[config.mk]
export PLATFORM = sky130hd
export DESIGN_NAME = ram_single_port_64x8
export DESIGN_NICKNAME = d
export VERILOG_FILES = /design/src/rtl/ram_single_port_64x8.sv
export SDC_FILE = /design/constraint.sdc
export NUM_CORES = 1
export LEC_CHECK = 0
export ABC_AREA = 1
export CORE_UTILIZATION = 60
export CTS_CLUSTER_DIAMETER = 40
export DETAILED_ROUTE_END_ITERATION = 6
export PLACE_DENSITY = 0.81
export SLEW_MARGIN = 20
export SYNTH_ARGS = -nofsm -noshare
export SYNTH_HDL_FRONTEND = slang
export SYNTH_SLANG_ARGS = --single-unit
[constraint.sdc]
create_clock -name clk -period 3.05 [get_ports clk]
set_input_delay 0.305 -clock clk [delete_from_list [all_inputs] [get_ports clk]]
set_output_delay 0.305 -clock clk [all_outputs]
set_load 0.05 [all_outputs]
[src/rtl/ram_single_port_64x8.sv]
// ram_single_port_64x8: 2**ADDR_WIDTH x DATA_WIDTH simple-dual-address RAM (one write port, one read port)
// Latency: write visible to a read at the following edge; read data registered, 1 cycle after address
// Backpressure: none -- accepts one write and one read every cycle, no handshake
//
// Ports:
//   clk          clock, all state changes on the rising edge
//   rst          synchronous active-high reset; clears the array and q, drops that cycle's write
//   data         write data
//   write_addr   write address
//   read_addr    read address
//   write_enable active-high write strobe
//   q            registered read data
module ram_single_port_64x8 #(
   parameter int DATA_WIDTH = 8,
   parameter int ADDR_WIDTH = 6
) (
   input  logic                  clk,
   input  logic                  rst,
   input  logic [DATA_WIDTH-1:0] data,
   input  logic [ADDR_WIDTH-1:0] write_addr,
   input  logic [ADDR_WIDTH-1:0] read_addr,
   input  logic                  write_enable,
   output logic [DATA_WIDTH-1:0] q
);

   localparam int DEPTH = 2 ** ADDR_WIDTH;

   logic [DATA_WIDTH-1:0] mem_q [DEPTH];
   logic [DATA_WIDTH-1:0] rd_q;
   logic [DATA_WIDTH-1:0] rd_d;

   // Read-during-write to the same word returns the pre-write contents:
   // rd_d samples the array before this edge's non-blocking write lands.
   always_comb begin
      rd_d = mem_q[read_addr];
   end

   always_ff @(posedge clk) begin
      if (rst) begin
         mem_q <= '{default: '0};
         rd_q  <= '0;
      end else begin
         // An unknown strobe takes the else path in simulation, so it never
         // corrupts the array.
         if (write_enable) begin
            mem_q[write_addr] <= data;
         end
         rd_q <= rd_d;
      end
   end

   assign q = rd_q;

endmodule

==> impl_metrics.py, run 1 <==
metrics = {
    "floorplan": {
        "die_width_um": 200.0,
        "start_util_pct": 60.85,
        "ios": 31,
        "die_h_um": 200.0,
        "die_area_um2": 39990,
        "fp-row-count": 72,
        "coreArea_um2": 38650,
    },
    "setup_path": {
        "critPathMaxStageDelay_ns": 0.83,
        "crit_slowest_cell": "clkdlybuf4s50_1",
        "path_class": "reg -> out",
        "cp-startpoint": "q[0]",
        "crit_chain": "clkdlybuf4s50_1",
        "cp-start-kind": "register",
        "worstPathRequired_ns": 2.74,
        "crit_arrival_ns": 1.82,
        "path_buf_inv": 1,
        "crit_family": "buffers and inverters",
        "path_max_fanout": 1,
        "r2r-start": "mem_q[325]",
        "critPathCaptureType": "output port",
    },
    "global_routing": {
        "grt_use_total_pct": 36.13,
        "grt_pass1_vias": 21647,
        "grt_pass1_wl_um": 113500,
        "antenna_found_initial": 1,
        "grt-ovfl-total": 0,
        "grt_max_degree": 139,
    },
    "final_layout": {
        "finalNonFillerCells": 4040,
        "post-route-util_pct": 68.38,
        "fin_area_um2": 26430,
        "diodes": 0,
        "drive_gt1_share_pct": 8.859,
        "syn2layout_area_growth_pct": 12.37,
        "nNetsFinal": 3496,
    },
    "yosys": {
        "yosysSeqAreaShare_pct": 44.26,
        "synth_edf_count": 0,
        "synthTopCellsByCount": "nand2_1 (1,529), dfxtp_1 (520), a21oi_1 (448)",
        "netlist_top_cells_area": "dfxtp_1 (44%), nand2_1 (24%), a21oi_1 (9.5%)",
        "yosysWarnings": 0,
        "syn_area_um2": 23520,
        "ys_seq_elements": 520,
        "yosysTopAreaCell": "dfxtp_1",
        "synth-async-reset-ratio_pct": 0,
        "synth.most_common_cell": "nand2_1",
        "yosys.cell_types.count": 19,
        "syn_area_per_cell_um2": 6.632,
        "syn_inst": 3546,
        "synthFlopType": "dfxtp_1",
        "synth_top_area_share_pct": 44.26,
        "synthesis.nets": 3569,
    },
    "sta": {
        "fmax_mhz": 470.6,
        "finClkSkew_ns": 0.01612,
        "setup_slack_ns": 0.9251,
        "tightest_slew_ns": 1.029,
        "hold_viol": 0,
        "fin_crit_ns": 2.125,
        "relSlewSlack_pct": 30.98,
        "fin_hold_ws_ns": 0.1961,
        "rsz0062_at_grt": "no",
        "period_share_pct": 69.67,
        "setup_viol": 0,
        "drv_slew": 0,
        "fin_tns_setup_ns": 0,
    },
    "placed_design": {
        "port-buffer-count": 30,
        "hpwl_um": 44590,
        "placed_cells": 3919,
        "place.gp.congestion": 0.9686,
        "placement.cell_area_um2": 24110,
        "pre_cts_slack_ns": 0.5305,
    },
    "hold_path": {
        "hold_path.class": "in -> reg",
        "min_from": "rst",
    },
    "power_and_ir_drop": {
        "seq_power_share_pct": 42.6,
        "combPwrFrac_pct": 6.9,
        "p_int_mw": 12.11,
        "p_sw_mw": 3.982,
        "leakage_nw": 9.240,
        "p_total_mw": 16.09,
        "p_clk_share_pct": 50.4,
        "irDropWorstVdd_mv": 0.4241,
        "power_density_nw_per_um2": 608.8,
        "swShare_pct": 24.75,
    },
    "run_status": {
        "status": "complete, but fails checks",
        "violations": "DRC",
    },
    "routing": {
        "wl_per_cell_um": 18.04,
        "ant_nets": 0,
        "viasPerCell": 5.868,
        "drt_wl_total_um": 72870,
        "drc": 2,
        "dr.pass1.iters": 7,
        "vias": 23707,
        "drt_iter0_drc": 2872,
    },
    "clocking": {
        "htreeDepth": 3,
        "clk_latency_ns": 0.59,
        "clkTransAtPathRegs_ns": 0.06,
        "clockBufferDepth": 3,
        "cts_resized": 0,
        "cts_setup_buffers": 0,
        "cts_buffers": 70,
        "cts-root-buf": "clkbuf_16",
        "cts_tree": "done",
        "clock_sinks": 520,
        "hold_buffers": 0,
    },
    "run": {
        "maxCapViolations": 0,
    },
}
==> layout by cell type (no fill, tap or decap), drive strengths merged <==
cell type      Yosys  layout
a21oi            448     448
buf               49      60
bufinv             0       6
clkbuf           174      87
clkdlybuf4s50      0      18
clkinv             0      18
clkinvlp           0       7
dfxtp            520     520
inv               98     101
nand2           1544    1544
nand3            432     432
nor2             193     193
nor3              88      88
==> worst reg2reg max path: stages, from the launching register on <==
cell and delay, ns:
dfxtp_1 0.33, nand2_1 0.05, nand3_1 0.15, nand3_1 0.22
nand2_1 0.15, nand2_1 0.06, nand3_1 0.15, nand3_1 0.09
a21oi_1 0.24
==> layout make-up <==
| cell class | instances | area (um^2) |
|---|---|---|
| fill | 3191 | 12220 |
| multi-input combinational | 2705 | 11850 |
| tap | 518 | 648.1 |
| sequential | 520 | 10410 |
| inverter | 98 | 387.9 |
| timing repair buffer | 78 | 807.0 |
| clock buffer | 87 | 1929 |
| clock inverter | 34 | 392.9 |
==> kinds of logic (layout without fill, tap and decap cells) <==
logic type             Yosys count  after routing  share of synthesized area [%]
buffers and inverters          321            297                          5.336
DFF                            520            520                          44.26
AOI/OAI and AO/OA              448            448                          9.534
and+or+nand+nor               2257           2257                          40.87
==> state kept, by name (all words and copies together), names as in the netlist <==
register	cells
q	8
mem_q	512
==> final timing paths <==
kind           endpoint  slack (ns)  depth (start not counted)
max                q[0]        0.93                          1
min           mem_q[23]        0.20                          2
max reg2reg        q[5]        1.52                          8
min reg2reg  mem_q[456]        0.46                          2
==> power by group through the flow <==
stage | sequential [mW] | combinational, mW | clock, mW
6_report | 6.86 | 1.11 | 8.11
5_1_grt | 6.86 | 1.16 | 8.47
4_1_cts | 6.86 | 1.08 | 8.15
3_5_place_dp | 7.00 | 1.07 | 0
3_3_place_gp | 7.00 | 1.06 | 0
2_1_floorplan | 7.02 | 0.663 | 0
==> per-layer routing <==
| layer | wire length (um) | vias up | track usage (%) |
|---|---|---|---|
| met3 | 7806 | 254 | 6.754 |
| met1 | 28770 | 10847 | 47.17 |
| li1 | - | 11281 | - |
| met5 | 11 | - | 0 |
| met2 | 32790 | 1323 | 56.79 |
| met4 | 3492 | 2 | 19.25 |
Note: power is estimated with default switching activity, not from simulation.
==> run 2, diff against run 1 <==
clock period = 2.2 ns   (was 3.05 ns; I/O delays follow)
==> impl_metrics.py, run 2 (synthesized netlist as in run 1, its figures left out) <==
metrics = {
    "placed_design": {
        "port-buffer-count": 30,
        "hpwl_um": 47140,
        "placed_cells": 3982,
        "pre_cts_slack_ns": -0.07588,
        "place.gp.congestion": 0.9694,
    },
    "routing": {
        "ant_nets": 0,
        "viasPerCell": 5.877,
        "drt_iter0_drc": 2775,
        "drt_wl_total_um": 74170,
        "vias": 24172,
        "dr.pass1.iters": 6,
        "drc": 0,
        "wl_per_cell_um": 18.03,
    },
    "sta": {
        "drv_slew": 0,
        "fin_hold_ws_ns": 0.05768,
        "period_share_pct": 93.51,
        "fin_crit_ns": 2.057,
        "rsz0062_at_grt": "no",
        "setup_viol": 0,
        "relSlewSlack_pct": 57.53,
        "setup_slack_ns": 0.1427,
        "fmax_mhz": 486.1,
        "tightest_slew_ns": 0.6371,
        "finClkSkew_ns": 0.02246,
        "hold_viol": 0,
    },
    "clocking": {
        "hold_buffers": 0,
        "clkTransAtPathRegs_ns": 0.06,
        "cts_setup_buffers": 0,
        "cts-root-buf": "clkbuf_16",
        "cts_tree": "done",
        "htreeDepth": 3,
        "cts_resized": 0,
        "cts_buffers": 71,
        "clk_latency_ns": 0.59,
        "clockBufferDepth": 3,
        "clock_sinks": 520,
    },
    "floorplan": {
        "start_util_pct": 60.85,
        "fp-row-count": 72,
        "ios": 31,
        "die_h_um": 200.0,
        "die_area_um2": 39990,
        "die_width_um": 200.0,
        "coreArea_um2": 38650,
    },
    "final_layout": {
        "largest-register": "mem_q",
        "fillers": 3026,
        "syn2layout_area_growth_pct": 15.97,
        "final_common_cell": "nand2_1",
        "drive_gt1_share_pct": 10.77,
        "finalNonFillerCells": 4113,
        "final_cell_mix": "nand2_1 (1,529), dfxtp_1 (520), a21oi_1 (448), nand3_1 (432), nor2_1 (148)",
        "nNetsFinal": 3560,
        "largest_reg_flops": 512,
    },
    "global_routing": {
        "grt_max_degree": 104,
        "antenna_found_initial": 2,
        "grt-ovfl-total": 0,
        "use_met1_pct": 46.80,
        "grtUsageMet2_pct": 58.54,
        "grt_pass1_vias": 22319,
        "busiest_layer": "met2",
        "grt_use_total_pct": 36.67,
        "grtUsageMet3_pct": 7.006,
        "grt_pass1_wl_um": 115000,
    },
    "setup_path": {
        "critPathCaptureType": "output port",
        "r2r.worst_path.cells": 8,
        "worstPathRequired_ns": 1.98,
        "path_class": "reg -> out",
        "crit_slowest_cell": "clkdlybuf4s50_1",
        "crit_cells": 1,
        "critPathMaxStageDelay_ns": 0.83,
        "path_buf_inv": 1,
        "path_max_fanout": 1,
        "cp-start-kind": "register",
        "crit_family": "buffers and inverters",
        "crit_arrival_ns": 1.84,
        "reg2reg_slack_ns": 0.56,
        "crit_chain": "clkdlybuf4s50_1",
    },
    "hold_path": {
        "holdPathStages": 2,
        "hold_path.class": "in -> reg",
    },
    "run_status": {
        "status": "finished, final reports clean",
    },
    "power_and_ir_drop": {
        "irDropWorstVdd_mv": 0.9170,
        "power_density_nw_per_um2": 833.6,
        "leakage_nw": 9.689,
    },
    "run": {
        "maxCapViolations": 0,
    },
}
run 2: changes by cell type in the layout (fill, tap and decap cells not counted), sizes merged:
cell	change
clkinvlp	+3
inv	+10
bufinv	-2
diode	+1
clkinv	-2
buf	+63
run 2: per-layer routing:
metal / up-vias / part of all wire (%)
met5: - / 0.016
met4: 2 / 5.1
met3: 287 / 11
met2: 1426 / 45
met1: 11036 / 39
li1: 11421 / -
run 2: stage by stage:
step | util (%) | power, mW | TNS, ns | cell area [um^2]
finish | 70.57 | 22.73 | 0 | 27270
global route | 70.56 | 23.26 | 0 | 27270
CTS | 70.56 | 22.72 | 0 | 27270
detailed placement | 64.34 | 11.31 | -0.4797 | 24870
global placement | 64.34 | 11.29 | -0.002859 | 24870
floorplan | - | 10.65 | 0 | 23520
run 2: power breakdown:
| group | internal, mW | leakage, nW | switching (mW) | total, mW |
|---|---|---|---|---|
| combinational | 0.444 | 4.34 | 1.23 | 1.67 |
| sequential | 9.47 | 4.19 | 0.0324 | 9.51 |
| clock | 7.00 | 1.16 | 4.56 | 11.6 |
| total | 16.9 | 9.69 | 5.82 | 22.7 |
run 2: area by class of cell:
| type | count | area (um^2) | share of cell area (%) |
|---|---|---|---|
| antenna | 1 | 2.502 | 0.009175 |
| clock buffer | 87 | 1982 | 7.267 |
| clock inverter | 43 | 422.9 | 1.551 |
| inverter | 98 | 387.9 | 1.422 |
| multi-input combinational | 2705 | 11850 | 43.46 |
| sequential | 520 | 10410 | 38.17 |
| tap | 518 | 648.1 | 2.376 |
| timing repair buffer | 141 | 1568 | 5.748 |
run 2: final timing paths:
kind	start	endpoint
hold reg to reg	mem_q[309]	mem_q[309]
setup / recovery	q[0]	q[0]
hold / removal	rst	mem_q[46]
setup reg to reg	mem_q[404]	q[4]
==> RTL change: new RTL, config.mk and constraints of run 2 <==
Register the output `q` once more, cleared by the reset; this adds one clock of latency there. Comments in the files are not updated.
--- a/src/rtl/ram_single_port_64x8.sv
+++ b/src/rtl/ram_single_port_64x8.sv
@@ -50,5 +50,11 @@
    end
 
-   assign q = rd_q;
+   always_ff @(posedge clk) begin
+      if (rst) begin
+         q <= '0;
+      end else begin
+         q <= rd_q;
+      end
+   end
 
 endmodule
Function: changed (a bounded check fails within 4 cycles, from zero or initial values and one cycle with rst high).
==> RTL change against run 2 <==
The run now ends with DRC left. Synthesized area rose by 1.3%. Cell area rose by 1.5%. Register-to-register slack improved by 210 ps. Power rose by 1.3%. Wire length fell by 0.14%. Sequential share of layout area barely moved. Sequential cell count rose by 8. Worst setup slack improved by 130 ps.
==> RTL change: results <==
export IMPL_status="complete, but fails checks"
export IMPL_violations="DRC"
export IMPL_fin_nets=3589
export IMPL_vias=24360
export IMPL_first_pass_iters=7
export IMPL_grt_pass1_vias=22730
export IMPL_crit_start="q[6]"
export IMPL_synthTopCellsByArea="dfxtp_1, nand2_1, a21oi_1"
export IMPL_gr_usage_all_layers_pct=35.95
export IMPL_crit_path_end="q[6]"
export IMPL_wl_met3_um=7490
export IMPL_hpwl_um=45380
export IMPL_ir_worst_vdd_v=0.0005961
export IMPL_clk_latency_ps=610
export IMPL_netlist_top_cells_count="nand2_1, dfxtp_1, a21oi_1"
export IMPL_routed_wl_um=74060
export IMPL_max_stage_delay_ps=800
export IMPL_first_iter_violations=2907
export IMPL_skew_ps=23.09
export IMPL_slew_headroom_pct=46.76
export IMPL_fillers=3163
export IMPL_ys_types=20
export IMPL_highest_layer="met4"
export IMPL_reg2reg_from="mem_q[251]"
export IMPL_cts_buffers_inserted=73
export IMPL_wl_met2_um=33780
export IMPL_drt_met1_wl_um=29140
export IMPL_grt_pass1_wl_um=117600
export IMPL_drive_gt1_share_pct=11.34
export IMPL_drc=1
RTL change: cells by family after synthesis:
logic type             after synthesis  synth area share (%)
flip-flops                         528                 44.35
AO/OA/AOI/OAI                      448                 9.408
AND/OR/NAND/NOR                   2265                 40.78
buffers and inverters              330                 5.455
RTL change: worst min path at each step:
stage                     depth (start not counted)  slack [ps]  startpoint         end
final                                             2          20         rst  mem_q[156]
after CTS                                         2           5         rst  mem_q[150]
after detailed placement                          2         400     rd_q[5]        q[5]
after global placement                            2         400     rd_q[6]        q[6]
after floorplan                                   2         390     rd_q[0]        q[0]
after global routing                              2          20         rst  mem_q[176]
RTL change: final cells by class:
class	instances	share of cell area, %
inverters	106	1.550
clock inverters	46	1.780
flip-flops and latches	528	38.18
multi-input cells	2713	43.20
clock buffers	88	7.054
well taps	518	2.341
repair buffers	144	5.888
diodes	1	0.009038
RTL change: worst reg2reg max path, cell delays in order, from the launching register on:
cell and delay, ps:
dfxtp_1 330, nand2_1 70, nand3_1 90, nand3_1 140, nand2_1 120, nand2_1 50
nand3_1 160, nand3_1 140, a21oi_1 250
RTL change: per-stage QoR:
stage / setup WS, ps / cells / util [%]
finish: 271.2 / 4144 / 71.15
global placement: -34.65 / 4009 / 64.85
CTS: 252.6 / 4143 / 71.14
global route: 235.4 / 4143 / 71.14
floorplan: 743.4 / 3571 / -
detailed placement: -46.28 / 4009 / 64.85
RTL change: per-layer routing:
metal | track usage, % | up-vias
met1 | 47.06 | 11240
met3 | 6.268 | 284
li1 | - | 11510
met5 | 0 | -
met4 | 18.37 | 0
met2 | 57.07 | 1329
RTL change: power by group:
part | leakage (nW) | total (mW) | internal (mW) | switching [mW]
Combinational | 4.42 | 1.64 | 0.421 | 1.22
Sequential | 4.26 | 9.66 | 9.63 | 0.0292
Clock | 1.18 | 11.7 | 7.07 | 4.66
Total | 9.86 | 23.0 | 17.1 | 5.91
